<file path="src/rtl/uart_pkg.sv">
// Shared types for the UART receive path: FSM states, counter commands, control points.
// Latency: n/a (types and helper function only).
// Backpressure: n/a.
package uart_pkg;

    typedef enum logic [1:0] {IDLE, START, DATA, STOP} rx_state_t;

    // Per-counter command issued by the FSM each cycle.
    typedef enum logic [1:0] {NO, INC, CLR} ctrl_t;

    typedef struct packed {
        ctrl_t clk_ctrl;
        ctrl_t sample_ctrl;
        ctrl_t bit_ctrl;
        logic  shift_en;
        logic  load_hold;
    } rx_cpts_t;

    // Counter width for a 0..n-1 range, never narrower than one bit.
    function automatic int cnt_width(input int n);
        return (n > 1) ? $clog2(n) : 1;
    endfunction

endpackage

</file>
<file path="src/rtl/uart_rx_datapath.sv">
// UART receive datapath: oversampling/bit counters, shift register and byte holding register.
// Latency: every command takes effect on the next clock edge; status points are combinational.
// Backpressure: none here; the controller decides when load_hold may fire.
//
// Ports:
//   clock, reset_n   clock and asynchronous active-low reset
//   i_cpts           counter/shift/load commands from the controller FSM
//   i_rx_sync        synchronized serial line
//   o_tick           clock counter at its last value (one oversample tick)
//   o_mid_start      tick at the middle of the start bit
//   o_mid_bit        tick at the middle of a data/stop bit
//   o_last_bit       bit counter points at the final data bit
//   o_rx_data        holding register contents
module uart_rx_datapath
    import uart_pkg::*;
#(
    parameter int CLKS_PER_SAMPLE = 27,
    parameter int OVERSAMPLE      = 16,
    parameter int DATA_BITS       = 8
) (
    input  logic                 clock,
    input  logic                 reset_n,
    input  rx_cpts_t             i_cpts,
    input  logic                 i_rx_sync,
    output logic                 o_tick,
    output logic                 o_mid_start,
    output logic                 o_mid_bit,
    output logic                 o_last_bit,
    output logic [DATA_BITS-1:0] o_rx_data
);

    localparam int CW = cnt_width(CLKS_PER_SAMPLE);
    localparam int SW = cnt_width(OVERSAMPLE);
    localparam int BW = cnt_width(DATA_BITS + 1);

    logic [CW-1:0]        r_clk_count;
    logic [SW-1:0]        r_sample_count;
    logic [BW-1:0]        r_bit_count;
    logic [DATA_BITS-1:0] r_shift;
    logic [DATA_BITS-1:0] r_rx_data;

    assign o_tick      = (r_clk_count == CW'(CLKS_PER_SAMPLE - 1));
    assign o_mid_start = o_tick && (r_sample_count == SW'(OVERSAMPLE / 2 - 1));
    // Sample counter is restarted at mid start bit, so its wrap point lands mid-bit.
    assign o_mid_bit   = o_tick && (r_sample_count == SW'(OVERSAMPLE - 1));
    assign o_last_bit  = (r_bit_count == BW'(DATA_BITS - 1));
    assign o_rx_data   = r_rx_data;

    always_ff @(posedge clock or negedge reset_n) begin
        if (!reset_n) begin
            r_clk_count    <= '0;
            r_sample_count <= '0;
            r_bit_count    <= '0;
            r_shift        <= '0;
            r_rx_data      <= '0;
        end else begin
            case (i_cpts.clk_ctrl)
                CLR:     r_clk_count <= '0;
                INC:     r_clk_count <= o_tick ? '0 : r_clk_count + 1'b1;
                default: ;
            endcase

            case (i_cpts.sample_ctrl)
                CLR:     r_sample_count <= '0;
                INC:     r_sample_count <= (r_sample_count == SW'(OVERSAMPLE - 1)) ?
                                           '0 : r_sample_count + 1'b1;
                default: ;
            endcase

            case (i_cpts.bit_ctrl)
                CLR:     r_bit_count <= '0;
                INC:     r_bit_count <= r_bit_count + 1'b1;
                default: ;
            endcase

            // LSB arrives first, so shifting right leaves it at bit 0 after the last bit.
            if (i_cpts.shift_en)
                r_shift <= {i_rx_sync, r_shift[DATA_BITS-1:1]};

            if (i_cpts.load_hold)
                r_rx_data <= r_shift;
        end
    end

endmodule

</file>
<file path="src/rtl/uart_rx_ctrl.sv">
// UART receive controller: synchronizer, frame FSM, valid/ready holding handshake, error pulses.
// Latency: byte visible 1 cycle after the mid-stop-bit sample (C*(N/2+N*(DATA_BITS+1))+1 after START).
// Backpressure: one-entry holding register; a byte completing while it is full and not accepted is dropped (overrun_err).
//
// Ports:
//   clock, reset_n   sole clock, asynchronous active-low reset
//   rx_serial        raw asynchronous serial line, idle high
//   rx_data          received byte, valid while rx_valid
//   rx_valid         holding register full
//   rx_ready         consumer accepts when rx_valid && rx_ready
//   framing_err      one-cycle pulse: stop bit sampled low
//   overrun_err      one-cycle pulse: completed byte dropped
//   busy             FSM not in IDLE
module uart_rx_ctrl
    import uart_pkg::*;
#(
    parameter int CLKS_PER_SAMPLE = 27,
    parameter int OVERSAMPLE      = 16,
    parameter int DATA_BITS       = 8
) (
    input  logic                 clock,
    input  logic                 reset_n,
    input  logic                 rx_serial,
    output logic [DATA_BITS-1:0] rx_data,
    output logic                 rx_valid,
    input  logic                 rx_ready,
    output logic                 framing_err,
    output logic                 overrun_err,
    output logic                 busy
);

    generate
        if ((OVERSAMPLE < 4) || (OVERSAMPLE % 2 != 0)) begin : g_bad_oversample
            $error("uart_rx_ctrl: OVERSAMPLE must be even and >= 4");
        end
        if (CLKS_PER_SAMPLE < 1) begin : g_bad_clks
            $error("uart_rx_ctrl: CLKS_PER_SAMPLE must be >= 1");
        end
    endgenerate

    rx_state_t r_state;
    rx_state_t w_next_state;
    rx_cpts_t  w_cpts;

    logic r_sync1;
    logic r_sync2;
    logic w_rx_sync;
    logic w_tick;
    logic w_mid_start;
    logic w_mid_bit;
    logic w_last_bit;
    logic w_stop_done;

    // Stop-bit outcome is registered so all handshake/error effects land one cycle later.
    logic r_stop_done;
    logic r_stop_bit;
    logic r_rx_valid;
    logic r_framing_err;
    logic r_overrun_err;

    assign w_rx_sync = r_sync2;

    always_ff @(posedge clock or negedge reset_n) begin
        if (!reset_n) begin
            r_sync1 <= 1'b1;
            r_sync2 <= 1'b1;
        end else begin
            r_sync1 <= rx_serial;
            r_sync2 <= r_sync1;
        end
    end

    uart_rx_datapath #(
        .CLKS_PER_SAMPLE (CLKS_PER_SAMPLE),
        .OVERSAMPLE      (OVERSAMPLE),
        .DATA_BITS       (DATA_BITS)
    ) u_datapath (
        .clock       (clock),
        .reset_n     (reset_n),
        .i_cpts      (w_cpts),
        .i_rx_sync   (w_rx_sync),
        .o_tick      (w_tick),
        .o_mid_start (w_mid_start),
        .o_mid_bit   (w_mid_bit),
        .o_last_bit  (w_last_bit),
        .o_rx_data   (rx_data)
    );

    always_ff @(posedge clock or negedge reset_n) begin
        if (!reset_n)
            r_state <= IDLE;
        else
            r_state <= w_next_state;
    end

    always_comb begin
        w_next_state = r_state;
        w_cpts       = '{clk_ctrl: INC, sample_ctrl: NO, bit_ctrl: NO,
                         shift_en: 1'b0, load_hold: 1'b0};
        w_stop_done  = 1'b0;

        case (r_state)
            IDLE: begin
                w_cpts.clk_ctrl    = CLR;
                w_cpts.sample_ctrl = CLR;
                w_cpts.bit_ctrl    = CLR;
                if (!w_rx_sync)
                    w_next_state = START;
            end
            START: begin
                if (w_tick)
                    w_cpts.sample_ctrl = INC;
                if (w_mid_start)
                    w_next_state = w_rx_sync ? IDLE : DATA;
            end
            DATA: begin
                if (w_tick)
                    w_cpts.sample_ctrl = INC;
                if (w_mid_bit) begin
                    w_cpts.shift_en = 1'b1;
                    w_cpts.bit_ctrl = INC;
                    if (w_last_bit)
                        w_next_state = STOP;
                end
            end
            STOP: begin
                if (w_tick)
                    w_cpts.sample_ctrl = INC;
                if (w_mid_bit) begin
                    w_next_state = IDLE;
                    w_stop_done  = 1'b1;
                end
            end
            default: w_next_state = IDLE;
        endcase

        // Every state change restarts the bit timing from zero.
        if (w_next_state != r_state) begin
            w_cpts.clk_ctrl    = CLR;
            w_cpts.sample_ctrl = CLR;
            w_cpts.bit_ctrl    = CLR;
        end

        // A good byte loads if the register is empty or being drained this very cycle.
        w_cpts.load_hold = r_stop_done && r_stop_bit && (!r_rx_valid || rx_ready);
    end

    always_ff @(posedge clock or negedge reset_n) begin
        if (!reset_n) begin
            r_stop_done   <= 1'b0;
            r_stop_bit    <= 1'b0;
            r_rx_valid    <= 1'b0;
            r_framing_err <= 1'b0;
            r_overrun_err <= 1'b0;
        end else begin
            r_stop_done   <= w_stop_done;
            r_stop_bit    <= w_rx_sync;
            r_framing_err <= r_stop_done && !r_stop_bit;
            r_overrun_err <= r_stop_done && r_stop_bit && r_rx_valid && !rx_ready;
            if (w_cpts.load_hold)
                r_rx_valid <= 1'b1;
            else if (r_rx_valid && rx_ready)
                r_rx_valid <= 1'b0;
        end
    end

    assign rx_valid    = r_rx_valid;
    assign framing_err = r_framing_err;
    assign overrun_err = r_overrun_err;
    assign busy        = (r_state != IDLE);

endmodule
</file>
<file path="config.mk">
export PLATFORM = sky130hd
export DESIGN_NAME = uart_rx_ctrl
export DESIGN_NICKNAME = d
export VERILOG_FILES = /design/src/rtl/uart_pkg.sv /design/src/rtl/uart_rx_datapath.sv /design/src/rtl/uart_rx_ctrl.sv
export SDC_FILE = /design/constraint.sdc
export NUM_CORES = 1
export LEC_CHECK = 0
export BUFFER_PORTS_ARGS = -buffer_cell sky130_fd_sc_hd__buf_2
export CORE_UTILIZATION = 30
export DETAILED_ROUTE_END_ITERATION = 8
export GPL_TIMING_DRIVEN = 0
export PLACE_DENSITY = 0.47
export SETUP_SLACK_MARGIN = 0.5
export SLEW_MARGIN = 20
export SYNTH_ARGS = -nofsm -noshare
export SYNTH_HDL_FRONTEND = slang
export SYNTH_SLANG_ARGS = --single-unit
</file>
<file path="constraint.sdc">
create_clock -name clock -period 2.4 [get_ports clock]
set_input_delay 0.48 -clock clock [delete_from_list [all_inputs] [get_ports clock]]
set_output_delay 0.48 -clock clock [all_outputs]
set_load 0.02 [all_outputs]
</file>
* After elaboration in Yosys (flattened, before gate mapping)
Cells that the tools add are included.
Word-level totals: output and inout bits 12, flip-flop bits (word level) 38, logic and storage cells 72, input bits 4
Cells by class: mux-type cells 23, reductions and logical operators 19, equality and inequality tests 14, add/sub/neg operators 3
Operators by type and width (number):
- $mux 2 | 8
- $pmux 4 s2 | 2
- $eq 2x2->1 const B | 5
- $pmux 5 s2 | 1
- $reduce_bool 2->1 | 5
- $add 4x1->4 const B | 2
- $eq 2x1->1 const B | 4
- $eq 4x3->1 const B | 2
- $logic_and 1x1->1 | 8
- $pmux 2 s2 | 2
- $pmux 2 s4 | 1
- $mux 1 | 6
- $mux 6 | 1
- $add 5x1->5 const B | 1
- $eq 5x5->1 const B | 1
- $mux 5 | 1
- $eq 4x4->1 const B | 1
- $mux 4 | 1
- $logic_not 1->1 | 3
- $reduce_or 3->1 | 1
- $logic_not 2->1 | 1
- $ne 2x2->1 | 1
- $logic_or 1x1->1 | 1

* Longest topological paths before layout
Gate-level depths: netlist (run 1).
depth after elaboration 8, gate-level depth with buffers 9, depth with buffers taken out 9

* By module
Synthesis (run 1) repeated with hierarchy kept, for this count alone.
Second synthesis, totals: cells, all modules 147, area total of the unflattened synthesis 1734.2 um^2
By module, submodules not included:
- uart_rx_datapath | seq. area each 725.7 um^2, instances 1, cells each 112, area an instance 1336.3 um^2
- uart_rx_ctrl | seq. area each 227.7 um^2, instances 1, cells each 35, area an instance 397.9 um^2

* Least setup slack after synthesis (run 1)
OpenSTA, ideal clock, no wires.
kind reg-to-reg, start register u_datapath.r_clk_count[0], end register u_datapath.r_sample_count[3], required time 2.276 ns, library setup time 0.124 ns, period minus slack after synthesis 1.921 ns, buffers on the path 0, data arrival time 1.797 ns, stages on the path, launching flop included 10, slack 0.479 ns, path through dfrtp_1 -> inv_1 -> ha_1 -> nand4b_4 -> nor2_1 -> a21oi_1 -> ha_1 -> nand2b_1 -> nor3_1 -> a211o_1
Between the ends: word-level cells in the longest chain between the ends 8, elaborated cells on any way between the ends 15, classes of those cells eq/ne: 4; mux: 8; reduce/logical: 3
RTL lines:
- start, declared | line uart_rx_datapath.sv:36 | logic [CW-1:0] r_clk_count;
- start signal, assigned | line uart_rx_datapath.sv:59 | INC: r_clk_count <= o_tick ? '0 : r_clk_count + 1'b1;
- $eq 5x5->1 * | line uart_rx_datapath.sv:42 | assign o_tick = (r_clk_count == CW'(CLKS_PER_SAMPLE - 1));
- $logic_and 1x1->1, on equally long branches | line uart_rx_datapath.sv:45, uart_rx_datapath.sv:43
- $mux 2, on equally long branches | line uart_rx_ctrl.sv:129, uart_rx_ctrl.sv:113, uart_rx_ctrl.sv:119
- $pmux 2 s4 | line uart_rx_ctrl.sv:102 | case (r_state)
- $ne 2x2->1 | line uart_rx_ctrl.sv:138 | if (w_next_state != r_state) begin
- $mux 6 * | line uart_rx_ctrl.sv:138
- $eq 2x1->1 / $eq 2x2->1 (equally long branches) | line uart_rx_datapath.sv:63 | case (i_cpts.sample_ctrl)
- $pmux 4 s2 / $reduce_bool 2->1 (equally long branches)
- end signal, assigned | line uart_rx_datapath.sv:65 | INC: r_sample_count <= (r_sample_count == SW'(OVERSAMPLE - 1)) ?
- end, declared | line uart_rx_datapath.sv:37 | logic [SW-1:0] r_sample_count;
Every way passes the cells marked *; elsewhere a longest branch is shown, timed or not. A chain may end at the register's enable or synchronous reset.

* Worst setup path after layout (run 1)
Same ends and word-level chain as after synthesis.

==> results of run 1 <==
-- synthesized netlist by cell type (all sizes together) --
cell / instances / share of area (%)
o21ai: 8 / 2.4
or4: 2 / 0.89
clkbuf: 1 / 0.22
a31oi: 1 / 0.37
ha: 6 / 4.5
a22o: 1 / 0.52
nand3: 5 / 1.5
buf: 3 / 1.0
and3: 2 / 0.75
nand4b: 1 / 1.4
xnor2: 1 / 0.52
xor2: 3 / 1.6
o211ai: 1 / 0.45
a21oi: 3 / 0.89
nor3: 2 / 0.60
dfstp: 2 / 3.1
nand2: 10 / 2.2
a311oi: 1 / 0.52
nand2b: 3 / 1.1
o32a: 1 / 0.60
a21o: 1 / 0.45
nand3b: 1 / 0.45
mux2: 17 / 11
nand4: 1 / 0.37
nor4: 1 / 1.3
a32oi: 1 / 0.52
dfrtp: 36 / 54
nor2b: 7 / 2.6
nor2: 9 / 2.0
inv: 4 / 0.89
a211o: 1 / 0.52
mux2i: 1 / 0.60
-- power breakdown --
part	total [mW]	switching, mW	internal (mW)
combinational	0.0145	0.0123	0.00216
sequential	0.645	0.00150	0.644
clock	0.656	0.213	0.443
total	1.32	0.227	1.09
-- worst min-delay path by stage --
stage | cells after the start | slack (ns) | from | to
finish | 1 | 0.29 | rx_serial | r_sync1$_DFF_PN1_
global route | 1 | 0.28 | rx_serial | r_sync1$_DFF_PN1_
CTS | 1 | 0.28 | rx_serial | r_sync1$_DFF_PN1_
detailed placement | 0 | 0.35 | r_sync1$_DFF_PN1_ | r_sync2$_DFF_PN1_
global placement | 0 | 0.35 | r_sync1$_DFF_PN1_ | r_sync2$_DFF_PN1_
floorplan | 0 | 0.18 | reset_n | framing_err$_DFF_PN0_
-- cell type report --
type / count / area [µm²] / share of cell area, %
inverter: 4 / 15.0 / 0.682
multi-input combinational: 91 / 800 / 36.3
sequential: 38 / 953 / 43.3
tap: 70 / 87.6 / 3.98
clock buffer: 6 / 82.6 / 3.75
timing repair buffer: 29 / 180 / 8.18
buffer: 4 / 23.8 / 1.08
clock inverter: 2 / 60.1 / 2.73
-- per-layer routing --
metal / vias to the layer above / global-route usage, %
met2: 14 / 18.6
met1: 548 / 13.2
met4: 0 / 4.62
met5: - / 0
met3: 5 / 3.21
li1: 553 / -
-- stage by stage --
stage,util [%],std cells
4_1_cts,40.9,242
2_1_floorplan,-,137
3_3_place_gp,35.2,222
3_5_place_dp,35.2,222
6_report,42.0,244
5_1_grt,42.0,244
-- repair_timing --
action,4_1_cts,5_1_grt
buffers inserted,12,2
pin swaps,4,2
cloned,0,0
resized for setup,14,6
setup endpoints to repair,14,7
-- critical path: cells and delay by family, from the launching register on --
| kind | cells | cell delay [ns] |
|---|---|---|
| compound gates | 2 | 0.33 |
| simple gates | 4 | 0.54 |
| flops | 1 | 0.39 |
| fa+ha+maj | 2 | 0.50 |
| buf+inv | 1 | 0.06 |
-- flip-flops by register name (all words and copies together), names as in the netlist --
| signal | count |
|---|---|
| r_sync1 | 1 |
| rx_valid | 1 |
| r_stop_done | 1 |
| u_datapath.r_clk_count | 5 |
| framing_err | 1 |
| u_datapath.r_sample_count | 4 |
| overrun_err | 1 |
| r_stop_bit | 1 |
| u_datapath.o_rx_data | 8 |
| u_datapath.r_bit_count | 4 |
| u_datapath.r_shift | 8 |
| r_state | 2 |
| r_sync2 | 1 |
-- cells by family (layout without fill, tap and decap cells) --
logic type	count (synthesis)	count (layout)	share of synthesized area [%]
simple gates	44	44	15.2
mux	18	18	12.0
fa+ha+maj	6	6	4.47
xor+xnor	4	4	2.09
compound gates	19	19	7.23
buf+inv	8	45	2.16
flops	38	38	56.8
==> flow_summary.ini, run 1 <==
[status]
status = complete, no violations

[layout]
stdcell_area_mm2 = 0.00220
fillers = 495
final_common_cell = dfrtp_1
layout_common_cells = 36 x dfrtp_1, 17 x mux2_2, 16 x buf_4, 16 x buf_2, 10 x nand2_1
nets = 183
area_delta_synth_final_pct = 31.2
drive_above_1_share_pct = 42.5
n_antenna_cell = 0

[critical_path]
cp_max_fo = 5
slowest_delay_ns = 0.39
reg2regPathDepth = 9
regToRegEndpoint = u_datapath.r_sample_count[3]$_DFFE_PN0P_
slowest_stage = dfrtp_1
crit_type = flip-flop to flip-flop
cp.required_ns = 2.57
cp-startpoint = u_datapath.r_clk_count[0]$_DFFE_PN0P_
end_kind = flip-flop
start_kind = flip-flop
arrival_ns = 2.09
path_cells = inv_1, ha_2, nand4b_4, nor2_4, a21oi_2, ha_4, nand2b_4, nor3_2, a211o_1
critPathCapture = u_datapath.r_sample_count[3]$_DFFE_PN0P_
ff2ff_setup_slack_ns = 0.47
worst_r2r_startpoint = u_datapath.r_clk_count[0]$_DFFE_PN0P_

[floorplan]
start_util_pct = 32.0
dieArea_mm2 = 0.00590
rows = 26
core_area_mm2 = 0.00524
fp.dieH_um = 76.8
die_w_um = 76.8
ios = 16

[route]
vias_per_cell = 4.59
first_pass_iters = 4
drt_drc_violations_left = 0
wl_per_cell_um = 12.4
dr.first_iter.drc_count = 40
met1_length_mm = 1.45
ant_nets = 0
dr_wl_met3_um = 91
via_count = 1120
routed_wl_mm = 3.02
wl_met2_mm = 1.45
highest_layer = met4

[timing]
finalMaxSlewViolations = 0
timing.final.crit_share_pct = 80.2
finalClockSkew_ns = 0.00296
worst_pin_slew_ns = 0.846
min_period_ns = 1.93
fin_ws_ns = 0.475
max_slew_margin_pct = 43.6
fin_hold_ws_ns = 0.294
fmax_mhz = 519
finalHoldViolCount = 0
setup_viol_count_final = 0
finalSetupTns_ns = 0
rsz0062_at_grt = yes

[grt]
grt_pass1_wl_mm = 5.08
overflow = 0
grt_pass1_vias = 1123
antenna_found_initial = 0
grt_max_degree = 39
track_usage_pct = 11.1

[clock_tree]
clock-sinks = 38
htreeDepth = 2
clk_pin_slew_ns = 0.07
hold_buffers = 0
worst_skew_pair.late_latency_ns = 0.28
cts_buffer_depth = 2
cts_root_buffer = clkbuf_8
cts_buffers = 5
cts_tree = yes

[pwr]
p_leak_nw = 1.05
p_total_mw = 1.32
p_per_area_mw_per_mm2 = 598
vdd_ir_drop_max_mv = 0.290

[logic_synthesis]
syn-num-nets = 147
avgSynthCellArea_um2 = 12.2
ys_ff_latch = 38
syn_area_mm2 = 0.00168
yosys_warnings = 0
synthCells = 137
synth_cell_type_count = 33
seq_area_frac_synth_pct = 56.8

[placement]
io_buffer_count = 15
dp_slack_ns = 0.286
hpwl_mm = 1.96
dpl-instance-area_mm2 = 0.00184
place.gp.congestion = 0.786

[flow_run]
drv_cap = 0

[min_path]
holdCritPathClass = input port to flip-flop
Note: power is estimated with default switching activity, not from simulation.
==> run 2: changes to the inputs <==
ABC_AREA = 1   (was not set)
PLACE_DENSITY = 0.49   (was 0.47)
clock period = 1.55 ns   (was 2.4 ns; I/O delays follow)
==> flow_summary.ini, run 2 <==
[status]
status = finished with violations
failed_checks = setup timing

[critical_path]
reg2regPathDepth = 15
start_kind = flip-flop
ff2ff_setup_slack_ns = -0.57
cp_num_buf_inv = 3
slowest_stage = dfrtp_1
regToRegEndpoint = u_datapath.r_sample_count[2]$_DFFE_PN0P_
cp-startpoint = u_datapath.r_clk_count[0]$_DFFE_PN0P_
slowest_delay_ns = 0.39
path_delay_family = simple AND/OR/NAND/NOR gates
crit_type = flip-flop to flip-flop
cp.required_ns = 1.78
cp_max_fo = 6
worst_r2r_startpoint = u_datapath.r_clk_count[0]$_DFFE_PN0P_
end_kind = flip-flop
path_cells = inv_2, ha_4, nand2_4, nor2_4, nand3_1, nand3_2, nand2_2, nand3_4, nand3_4, nor2_4, ha_4, inv_4, a21oi_2, or2_4, inv_2
arrival_ns = 2.35

[grt]
track_usage_pct = 12.9
antenna_found_initial = 0
grt_pass1_wl_mm = 6.02
grt_pass1_vias = 1290
overflow = 0
grt_max_degree = 39

[floorplan]
dieArea_mm2 = 0.00589
core_area_mm2 = 0.00524
die_w_um = 76.8
ios = 16
fp.dieH_um = 76.8
rows = 26
start_util_pct = 32.0

[min_path]
hold_end = r_sync1$_DFF_PN1_
holdCritPathClass = input port to flip-flop
min_from = rx_serial
hold_depth = 1

[logic_synthesis]
synth_ff_type = dfrtp_1
syn_area_mm2 = 0.00168
synthTopCellsByCount = 36 x dfrtp_1, 35 x nand2_1, 26 x inv_1
ys_async_sr_fraction_pct = 100
ys_top_cells_by_area = dfrtp_1 54%, nand2_1 7.8%, o21ai_0 6.0%
synth_top_area_cell = dfrtp_1
synth_cell_type_count = 23
yosys_warnings = 0
synth.most_common_cell = dfrtp_1
syn-num-nets = 187
synthCells = 177
ys_ff_latch = 38
avgSynthCellArea_um2 = 9.47
seq_area_frac_synth_pct = 56.9
synthDominantCellAreaShare_pct = 53.7
synth-edff-count = 0

[timing]
finalMaxSlewViolations = 0
max_slew_margin_pct = 42.9
timing.final.crit_share_pct = 136
fin_ws_ns = -0.565
setup_viol_count_final = 22
rsz0062_at_grt = yes
min_period_ns = 2.12
finalSetupTns_ns = -7.65
fmax_mhz = 473
finalClockSkew_ns = 0.00357
fin_hold_ws_ns = 0.120
worst_pin_slew_ns = 0.857
finalHoldViolCount = 0

[placement]
io_buffer_count = 15
hpwl_mm = 2.04
place.gp.congestion = 0.804
dp_slack_ns = -0.765
dp_cells = 262

[layout]
multi_input_area_um2 = 807
nets = 241
fillers = 499
area_delta_synth_final_pct = 49.9
layout_common_cells = 35 x dfrtp_1, 25 x buf_6, 23 x nand2_1, 20 x inv_1, 18 x buf_4
seqCellArea_um2 = 955
stdcell_count = 302
final_common_cell = dfrtp_1
fin_util_pct = 48.0
n_antenna_cell = 0
drive_above_1_share_pct = 45.7

[clock_tree]
cts_root_buffer = clkbuf_8
clk_pin_slew_ns = 0.07
cts_buffers = 5
worst_skew_pair.late_latency_ns = 0.29
cts_buffer_depth = 2
htreeDepth = 2
clock-sinks = 38
cts_tree = yes
hold_buffers = 0

[route]
drt_drc_violations_left = 0
first_pass_iters = 4
routed_wl_mm = 3.40
vias_per_cell = 4.35
ant_nets = 0
wl_per_cell_um = 11.3
via_count = 1315
dr.first_iter.drc_count = 49

[pwr]
vdd_ir_drop_max_mv = 0.416
p_per_area_mw_per_mm2 = 689
p_leak_nw = 1.31

[flow_run]
drv_cap = 0
run 2: what timing repair did:
item | CTS | global route
setup endpoints to repair | 39 | 42
gates cloned | 1 | 0
resized for setup | 36 | 44
pin swaps | 5 | 7
setup buffers | 20 | 11
run 2: cells by family after synthesis:
group	synth area share, %
adder cells (fa/ha/maj)	4.48
AO/OA/AOI/OAI	9.70
buffers and inverters	6.34
AND/OR/NAND/NOR	21.0
flip-flops	56.9
XOR/XNOR	1.57
run 2: layout make-up:
cell class              count  area share [%]
flip-flops and latches     38            38.0
multi-input cells         111            32.1
repair buffers             47            17.5
inverters                  26            4.18
well taps                  70            3.49
clock buffers               7            3.44
plain buffers               2            1.05
clock inverters             1           0.199
run 2: worst max-delay path by stage:
stage / slack, ns / to / cells past startpoint
after floorplan: -0.52 / u_datapath.r_bit_count[3]$_DFFE_PN0P_ / 16
after global placement: -0.75 / u_datapath.r_bit_count[3]$_DFFE_PN0P_ / 16
after detailed placement: -0.76 / u_datapath.r_bit_count[3]$_DFFE_PN0P_ / 14
after CTS: -0.59 / u_datapath.r_sample_count[2]$_DFFE_PN0P_ / 15
after global routing: -0.74 / u_datapath.r_bit_count[3]$_DFFE_PN0P_ / 14
final: -0.57 / u_datapath.r_sample_count[2]$_DFFE_PN0P_ / 15
run 2: through the flow:
step	area, µm²	power [mW]
final	2510	1.73
after global routing	2510	1.81
after CTS	2290	1.76
after detailed placement	1930	1.04
after global placement	1930	1.04
after floorplan	1770	1.02
run 2: power breakdown:
| group | switching, mW | internal [mW] |
|---|---|---|
| combinational | 0.0204 | 0.00284 |
| sequential | 0.00388 | 0.997 |
| clock | 0.348 | 0.359 |
run 2: metal layers:
metal	track usage (%)	routed length, µm	up-vias
met5	0	0	-
met4	4.62	46	0
met3	3.33	114	7
met2	20.2	1540	23
met1	17.3	1700	607
li1	-	-	678
